$ cat src/rtl/io_handshake_bridge.sv
// Byte-wide bridge between the processor's four-phase handshake port and an
// external valid/ready peripheral. Outgoing bytes queue in a TX FIFO,
// incoming bytes in an RX FIFO; the processor stalls only on TX full (OUT)
// or RX empty (IN).
module io_handshake_bridge #(
  parameter int DEPTH = 4,
  parameter int AW    = 2
) (
  input  logic          g_clk,
  input  logic          g_clr,
  input  logic [7:0]    cpu_bus_out,
  input  logic          cpu_hs_out,
  input  logic          cpu_rd,
  output logic [7:0]    cpu_bus_in,
  output logic          cpu_hs_in,
  input  logic [7:0]    ext_rx_data,
  input  logic          ext_rx_valid,
  output logic          ext_rx_ready,
  output logic [7:0]    ext_tx_data,
  output logic          ext_tx_valid,
  input  logic          ext_tx_ready,
  output logic [AW:0]   rx_count,
  output logic [AW:0]   tx_count
);

  localparam logic [AW:0] FULL = (AW+1)'(DEPTH);

  typedef enum logic {S_IDLE, S_ACK} state_t;
  state_t state;

  logic [7:0]    rx_mem [DEPTH];
  logic [7:0]    tx_mem [DEPTH];
  logic [AW-1:0] rx_wp, rx_rp, tx_wp, tx_rp;
  logic [AW:0]   rx_cnt, tx_cnt;
  logic          rx_push, rx_pop, tx_push, tx_pop;

  // Flow-control flags depend only on registered occupancy.
  always_comb begin
    ext_rx_ready = (rx_cnt != FULL);
    ext_tx_valid = (tx_cnt != '0);
    ext_tx_data  = ext_tx_valid ? tx_mem[tx_rp] : '0;
    rx_count     = rx_cnt;
    tx_count     = tx_cnt;
  end

  // Transfer strobes; the CPU side only acts from IDLE, so a held request
  // is serviced exactly once.
  always_comb begin
    rx_push = ext_rx_valid & ext_rx_ready;
    tx_pop  = ext_tx_valid & ext_tx_ready;
    rx_pop  = (state == S_IDLE) & cpu_hs_out &  cpu_rd & (rx_cnt != '0);
    tx_push = (state == S_IDLE) & cpu_hs_out & ~cpu_rd & (tx_cnt != FULL);
  end

  // FIFO storage writes (contents are not cleared by reset).
  always_ff @(posedge g_clk) begin
    if (rx_push) rx_mem[rx_wp] <= ext_rx_data;
    if (tx_push) tx_mem[tx_wp] <= cpu_bus_out;
  end

  // RX pointers and occupancy.
  always_ff @(posedge g_clk or negedge g_clr) begin
    if (!g_clr) begin
      rx_wp  <= '0;
      rx_rp  <= '0;
      rx_cnt <= '0;
    end else begin
      if (rx_push) rx_wp <= rx_wp + 1'b1;
      if (rx_pop)  rx_rp <= rx_rp + 1'b1;
      case ({rx_push, rx_pop})
        2'b10:   rx_cnt <= rx_cnt + 1'b1;
        2'b01:   rx_cnt <= rx_cnt - 1'b1;
        default: rx_cnt <= rx_cnt;
      endcase
    end
  end

  // TX pointers and occupancy.
  always_ff @(posedge g_clk or negedge g_clr) begin
    if (!g_clr) begin
      tx_wp  <= '0;
      tx_rp  <= '0;
      tx_cnt <= '0;
    end else begin
      if (tx_push) tx_wp <= tx_wp + 1'b1;
      if (tx_pop)  tx_rp <= tx_rp + 1'b1;
      case ({tx_push, tx_pop})
        2'b10:   tx_cnt <= tx_cnt + 1'b1;
        2'b01:   tx_cnt <= tx_cnt - 1'b1;
        default: tx_cnt <= tx_cnt;
      endcase
    end
  end

  // Handshake FSM with registered acknowledge and read-data latch.
  always_ff @(posedge g_clk or negedge g_clr) begin
    if (!g_clr) begin
      state      <= S_IDLE;
      cpu_hs_in  <= 1'b0;
      cpu_bus_in <= '0;
    end else begin
      case (state)
        S_IDLE: begin
          if (rx_pop) begin
            cpu_bus_in <= rx_mem[rx_rp];
            cpu_hs_in  <= 1'b1;
            state      <= S_ACK;
          end else if (tx_push) begin
            cpu_hs_in  <= 1'b1;
            state      <= S_ACK;
          end
        end
        S_ACK: begin
          if (!cpu_hs_out) begin
            cpu_hs_in <= 1'b0;
            state     <= S_IDLE;
          end
        end
        default: begin
          cpu_hs_in <= 1'b0;
          state     <= S_IDLE;
        end
      endcase
    end
  end

endmodule

$ cat config.mk
export PLATFORM = sky130hd
export DESIGN_NAME = io_handshake_bridge
export DESIGN_NICKNAME = d
export VERILOG_FILES = /design/src/rtl/io_handshake_bridge.sv
export SDC_FILE = /design/constraint.sdc
export NUM_CORES = 1
export LEC_CHECK = 0
export ABC_AREA = 0
export CORE_MARGIN = 2
export CORE_UTILIZATION = 46
export CTS_BUF_LIST = sky130_fd_sc_hd__clkbuf_8 sky130_fd_sc_hd__clkbuf_16
export CTS_CLUSTER_DIAMETER = 60
export DETAILED_ROUTE_END_ITERATION = 10
export HOLD_SLACK_MARGIN = 0.02
export PLACE_DENSITY = 0.67
export RECOVER_POWER = 100
export SLEW_MARGIN = 20
export SYNTH_ARGS = -nofsm -noshare
export SYNTH_HDL_FRONTEND = slang
export SYNTH_SLANG_ARGS = --single-unit
export TNS_END_PERCENT = 100
$ cat constraint.sdc
create_clock -name g_clk -period 3.53 [get_ports g_clk]
set_clock_uncertainty 0.05 [all_clocks]
set_input_delay 0.706 -clock g_clk [delete_from_list [all_inputs] [get_ports g_clk]]
set_output_delay 0.706 -clock g_clk [all_outputs]
set_load 0.03 [all_outputs]
# Yosys cells after proc, flatten, opt, wreduce, memory -nomap -nowiden

Memories as Yosys holds them, arrays and structs flattened. A register that Yosys moved wholly into a read port is not among the register bits.
Cells that the tools add are included.

Add/subtract/negate cells: 8
Bitwise logic cells: 9
Reductions and logical operators: 7
Mux-type cells: 14
Eq/ne operators: 8

Operators by type and width:

| kind                | count |
|---|---|
| $pmux 3 s2          | 2 |
| $mux 1              | 9 |
| $ne 3x3->1 const B  | 3 |
| $add 2x1->2 const B | 4 |
| $mux 8              | 1 |
| $and 1x1->1         | 7 |
| $add 3x1->3 const B | 2 |
| $reduce_bool 3->1   | 2 |
| $sub 3x1->3 const B | 2 |
| $eq 2x1->1 const B  | 2 |
| $eq 2x2->1 const B  | 2 |
| $pmux 1 s2          | 2 |
| $reduce_and 2->1    | 2 |
| $reduce_bool 2->1   | 2 |
| $ne 2x2->1 const B  | 1 |
| $not 1->1           | 2 |
| $logic_not 1->1     | 1 |

Logic and storage cells: 56
Flip-flop bits (word level): 16
Memories: 2
Bits in writable memories: 64
Input bits: 22
Output and inout port bits: 25

Memory list:

| memory | depth | bits a word | rd ports | clocked after Yosys merged registers in | wr ports | line | RTL |
|---|---|---|---|---|---|---|---|
| rx_mem | 4     | 8           | 1        | 1                                       | 1        | 31   | `logic [7:0] rx_mem [DEPTH];` |
| tx_mem | 4     | 8           | 1        | 0                                       | 1        | 32   | `logic [7:0] tx_mem [DEPTH];` |

# Depth between registers and ports, before layout

Gate-level depths: netlist of the first run.

Word-level depth: 7
Gate-level depth with buffers: 9
Gate-level depth less buffers: 9

# Least setup slack after synthesis of the first run

Ideal clock, no wire load.

Kind: register to register
Start point: register rx_cnt[2], in the netlist rx_count[2]
End point: register rx_cnt[2], in the netlist rx_count[2]
Cell stages (with the launch flop): 10
Required time: 3.400 ns
Clock period less this slack: 2.472 ns
Arrival: 2.342 ns
Setup slack: 1.058 ns
Path buffers: 0
Library setup time: 0.080 ns
Cell sequence: dfrtp_1 > or3b_1 > and2_4 > inv_1 > ha_1 > inv_1 > fa_1 > xor2_1 > nor2_1 > xor2_1

Longest elaborated chain between the ends: 4
Elaborated cells on any way between the ends: 10
Those cells by class: add/sub (2); eq/ne (3); mux (1); bitwise (2); reduce/logical (2)

RTL lines:

| what                                            | line | RTL |
|---|---|---|
| start, declared                                 | 34   | `logic [AW:0] rx_cnt, tx_cnt;` |
| start signal, assigned                          | 71   | `2'b10: rx_cnt <= rx_cnt + 1'b1;` |
| start signal, assigned                          | 72   | `2'b01: rx_cnt <= rx_cnt - 1'b1;` |
| start signal, assigned                          | 73   | `default: rx_cnt <= rx_cnt;` |
| $ne 3x3->1 (*)                                  | 39   | `ext_rx_ready = (rx_cnt != FULL);` |
| named net ext_rx_ready                          | 18   | `output logic ext_rx_ready,` |
| $and 1x1->1 (*)                                 | 49   | `rx_push = ext_rx_valid & ext_rx_ready;` |
| $eq 2x1->1 or $eq 2x2->1 (tied branches)        | 70   | `case ({rx_push, rx_pop})` |
| $pmux 3 s2 or $reduce_bool 2->1 (tied branches) | n/a  |  |

Mark *: on every way through the listed nets, which the timed path passes. The rest lies on a longest branch.
A chain may end at the register's enable or synchronous reset.

# Final worst setup path of the first run

Start point: register tx_rp[0]
End point: output ext_tx_data[0]

Longest elaborated chain between the ends: 2

RTL lines:

| what                   | line | RTL |
|---|---|---|
| start, declared        | 33   | `logic [AW-1:0] rx_wp, rx_rp, tx_wp, tx_rp;` |
| start signal, assigned | 86   | `if (tx_pop) tx_rp <= tx_rp + 1'b1;` |
| $mem_v2 4x8            | n/a  |  |
| $mux 8                 | 41   | `ext_tx_data = ext_tx_valid ? tx_mem[tx_rp] : '0;` |
| end, declared          | 19   | `output logic [7:0] ext_tx_data,` |

Every way passes these cells.

==> out/summary.log, run 1 <==
[floorplanning] vertical extent of the die 92.4 um
[setup_path] worst reg2reg path depth 10
[placed_design] placed standard-cell area 0.00418 sq mm
[setup_path] R2R Path End tx_count[2]$_DFFE_PN0P_
[hold_path] min-delay worst type reg -> reg
[floorplanning] initial core utilization 47.0%
[power_and_ir_drop] post-route total power 0.00371 W
[synthesis] Netlist Area Pre-Place 0.00359 sq mm
[grt] via count of the first global-routing pass 1816
[routing] total via count after detailed routing 1769
[routing] antenna viol nets, final 0
[floorplanning] top-level I/O count 47
[setup_path] number of buffers and inverters on the critical path 1
[routing] DRC viols 0
[cts] total of hold buffers inserted after clock tree synthesis 0
[power_and_ir_drop] Max VDD drop 0.366 mV
[grt] global router's overall resource usage 14.5%
[sta] number of hold violations in the final report 0
[synthesis] synthesized flop and latch total 88
[synthesis] sequential area share after synthesis 70.2%
[cells_and_area] final net count 279
[power_and_ir_drop] ratio of total power to cell area 849 mW/mm^2
[cts] Gates resized, CTS repair 0
[sta] Slew headroom 3.35%
[cts] clock tree from TritonCTS yes
[floorplanning] Core Box Area 0.00765 sq mm
[sta] final setup violating endpoints 0
[setup_path] nature of the critical path startpoint register
[placed_design] post-detail-place hpwl 3.86 mm
[sta] Max Clk Rate 0.311 GHz
[routing] via density per instance 5.03
[setup_path] Data required, critical path 2.77 ns
[setup_path] launch instance of the worst register-to-register path tx_count[0]$_DFFE_PN0P_
[sta] Worst Tran Pin Value 1.45 ns
[grt] aggregate global routing overflow 0
[synthesis] cells after synthesis 191
[cts] Post-CTS Setup Inserts 0
[sta] final critical-path share of the clock period 91.1%
[cts] total CTS buffers 9
[setup_path] arrival time of the worst setup path 2.46 ns
[cells_and_area] fraction of final layout cells sized beyond drive strength 1 16.4%
[sta] Total Neg Setup Slack 0 ns
[cts] number of sinks handled by clock tree synthesis 88
[cells_and_area] sequential cell area 0.00252 sq mm
[setup_path] WP depth 3
[status] result of the run finished clean
[synthesis] synth unique cells 29
[placed_design] global placer's final weighted congestion 0.745
[synthesis] yosys warns 0
[cts] H-tree levels 3
[sta] number of slew-limit violations in the final report 0
[cts] worst-case clock buffer depth 2
[setup_path] type of the worst setup path reg -> out
[synthesis] syn_area_per_cell 18.8 sq um
[synthesis] Synth Net Count 225
[hold_path] hold depth 1
[synthesis] leading cell types by total area after synthesis sky130_fd_sc_hd__edfxtp_1 53%, sky130_fd_sc_hd__dfrtp_1 17%, sky130_fd_sc_hd__mux4_2 10%
[floorplanning] Die Wd 92.4 um
[cells_and_area] Finished Cell Area 0.00437 sq mm
[routing] starting DRC count in detailed routing 73
[cts] CTS Root Buffer Type sky130_fd_sc_hd__clkbuf_8
[placed_design] number of input and output port buffers inserted 46
[synthesis] cell taking the most area after synthesis sky130_fd_sc_hd__edfxtp_1
[cts] Clock Latency Late Sink 0.33 ns
[routing] first-pass iteration count of the detailed router 4
[floorplanning] count of standard-cell rows 32
[power_and_ir_drop] static leakage 1.61 nW
[setup_path] end of the critical path ext_tx_data[0]
[grt] antenna violations before repair 0
[routing] wire per inst 16.4 um
[setup_path] Worst path slowest cell sky130_fd_sc_hd__dfrtp_1
[cells_and_area] area occupied by multi-input gates 967 sq um
[sta] setup repair after global routing missed its margin false
[setup_path] register-to-register setup slack 1.20 ns
[cells_and_area] Syn-to-layout area delta 21.5%
[setup_path] kind of cell adding the most delay to the critical path flip-flops
[job] max-capacitance violation count 0
[cells_and_area] Diodes inserted 0
[setup_path] maximum fanout encountered on the critical timing path 10
[setup_path] cell-by-cell trace of the critical path mux4_2, and2_1, dlygate4sd3_1
[cells_and_area] fillcell total 614
[setup_path] largest stage delay on the critical path 0.71 ns
[cts] clock-pin transition on the worst setup and hold timing paths 0.08 ns
[grt] first-pass GRT wire length 9.24 mm
[setup_path] CP startpoint tx_rp[0]$_DFFE_PN0P_
[setup_path] kind of end point of the critical path primary output
[grt] pin count of the biggest net entering global routing 25
[floorplanning] die area 0.00854 sq mm
[routing] Routed Wire Length 5.76 mm
[sta] min cycle time layout 3.22 ns
[synthesis] fraction of synthesized cell area taken by the top area cell type 53.5%
==> per-stage QoR <==
stage / utilization (%) / hold slack, ns / cells / setup slack (ns)
6_report: 57.1 / 0.454 / 352 / 0.315
5_1_grt: 57.1 / 0.476 / 352 / 0.170
4_1_cts: 57.6 / 0.466 / 352 / 0.359
3_5_place_dp: 54.6 / 0.444 / 336 / 0.742
3_3_place_gp: 54.6 / 0.438 / 336 / 0.757
2_1_floorplan: - / 0.360 / 191 / 1.06
==> layout by cell type, fill, tap and decap left out, types with 2 or more instances in the layout <==
master,netlist,layout
sky130_fd_sc_hd__and3_1,4,4
sky130_fd_sc_hd__clkdlybuf4s50_1,0,2
sky130_fd_sc_hd__edfxtp_1,64,64
sky130_fd_sc_hd__mux4_2,16,16
sky130_fd_sc_hd__clkinv_1,0,2
sky130_fd_sc_hd__ha_1,10,10
sky130_fd_sc_hd__mux2_2,9,9
sky130_fd_sc_hd__clkbuf_8,0,9
sky130_fd_sc_hd__clkbuf_1,3,3
sky130_fd_sc_hd__and2_1,9,8
sky130_fd_sc_hd__fa_1,2,2
sky130_fd_sc_hd__xor2_1,7,7
sky130_fd_sc_hd__nor2_1,3,3
sky130_fd_sc_hd__mux2i_1,2,2
sky130_fd_sc_hd__bufinv_16,0,3
sky130_fd_sc_hd__xnor2_1,5,5
sky130_fd_sc_hd__dfrtp_1,24,24
sky130_fd_sc_hd__inv_1,13,15
sky130_fd_sc_hd__dlygate4sd3_1,0,44
sky130_fd_sc_hd__and2_0,0,6
==> where the power goes <==
part,internal (W),switching (W)
Sequential,0.00137,0.000223
Clock,0.000461,0.000329
Combinational,0.000638,0.000685
==> state kept, by name (all words and copies together), names as in the netlist <==
name,flops
rx_wp,2
tx_mem,32
tx_wp,2
state,1
cpu_hs_in,1
rx_count,3
rx_mem,32
tx_rp,2
rx_rp,2
cpu_bus_in,8
tx_count,3
==> cells by family (layout without fill, tap and decap cells) <==
family / count (synthesis) / count (layout) / synth area share (%)
buffers and inverters: 19 / 78 / 2.09
XOR/XNOR: 12 / 12 / 2.92
AND/OR/NAND/NOR: 29 / 29 / 5.08
adder cells (fa/ha/maj): 12 / 12 / 4.59
flip-flops: 88 / 88 / 70.2
AO/OA/AOI/OAI: 3 / 3 / 1.32
multiplexers: 28 / 28 / 13.8
==> metal layers <==
layer | vias up | part of all wire, % | global-route usage [%]
met3 | 6 | 4.3 | 4.23
li1 | 817 | - | -
met4 | 0 | 1.2 | 4.73
met2 | 40 | 49 | 22.3
met5 | - | 0 | 0
met1 | 906 | 45 | 20.1
==> layout make-up <==
cell class	count	share of cell area (%)
flip-flops and latches	88	57.8
multi-input cells	84	22.1
well taps	102	2.92
inverters	13	1.12
clock inverters	7	2.41
repair buffers	49	10.8
clock buffers	9	2.84
==> Yosys cell counts, drive strengths merged <==
master	count
a2111oi	1
a211o	1
and2	14
and3	4
buf	3
clkbuf	3
dfrtp	24
edfxtp	64
fa	2
ha	10
inv	13
mux2	10
mux2i	2
mux4	16
nand2	1
nand3	1
nand3b	1
nor2	4
nor3	1
nor3b	1
o31a	1
or3	1
or3b	1
xnor2	5
xor2	7
==> worst min-delay path by stage <==
stage / from / end / slack (ns)
finish: cpu_hs_in$_DFFE_PN0P_ / cpu_hs_in$_DFFE_PN0P_ / 0.45
floorplan: g_clr / cpu_bus_in[0]$_DFFE_PN0P_ / 0.36
detailed placement: cpu_hs_in$_DFFE_PN0P_ / cpu_hs_in$_DFFE_PN0P_ / 0.44
CTS: cpu_hs_in$_DFFE_PN0P_ / cpu_hs_in$_DFFE_PN0P_ / 0.47
global route: cpu_hs_in$_DFFE_PN0P_ / cpu_hs_in$_DFFE_PN0P_ / 0.48
global placement: cpu_hs_in$_DFFE_PN0P_ / cpu_hs_in$_DFFE_PN0P_ / 0.44
==> worst reg2reg max path, delay by kind of cell, from the launching register on <==
family                     cells  cell delay (ns)
xor gates and xnor gates       2             0.29
AOI/OAI and AO/OA              1             0.44
adders and majority gates      2             0.39
DFF                            1             0.43
buffers and inverters          3             0.49
and+or+nand+nor                2             0.12
Power figures use the tool's default switching activity.
==> run 2: changes to the inputs <==
CAP_MARGIN = 10   (was default)
==> results of run 2 <==
Same layout as run 1: the final DEF is identical, and so are final timing and power.
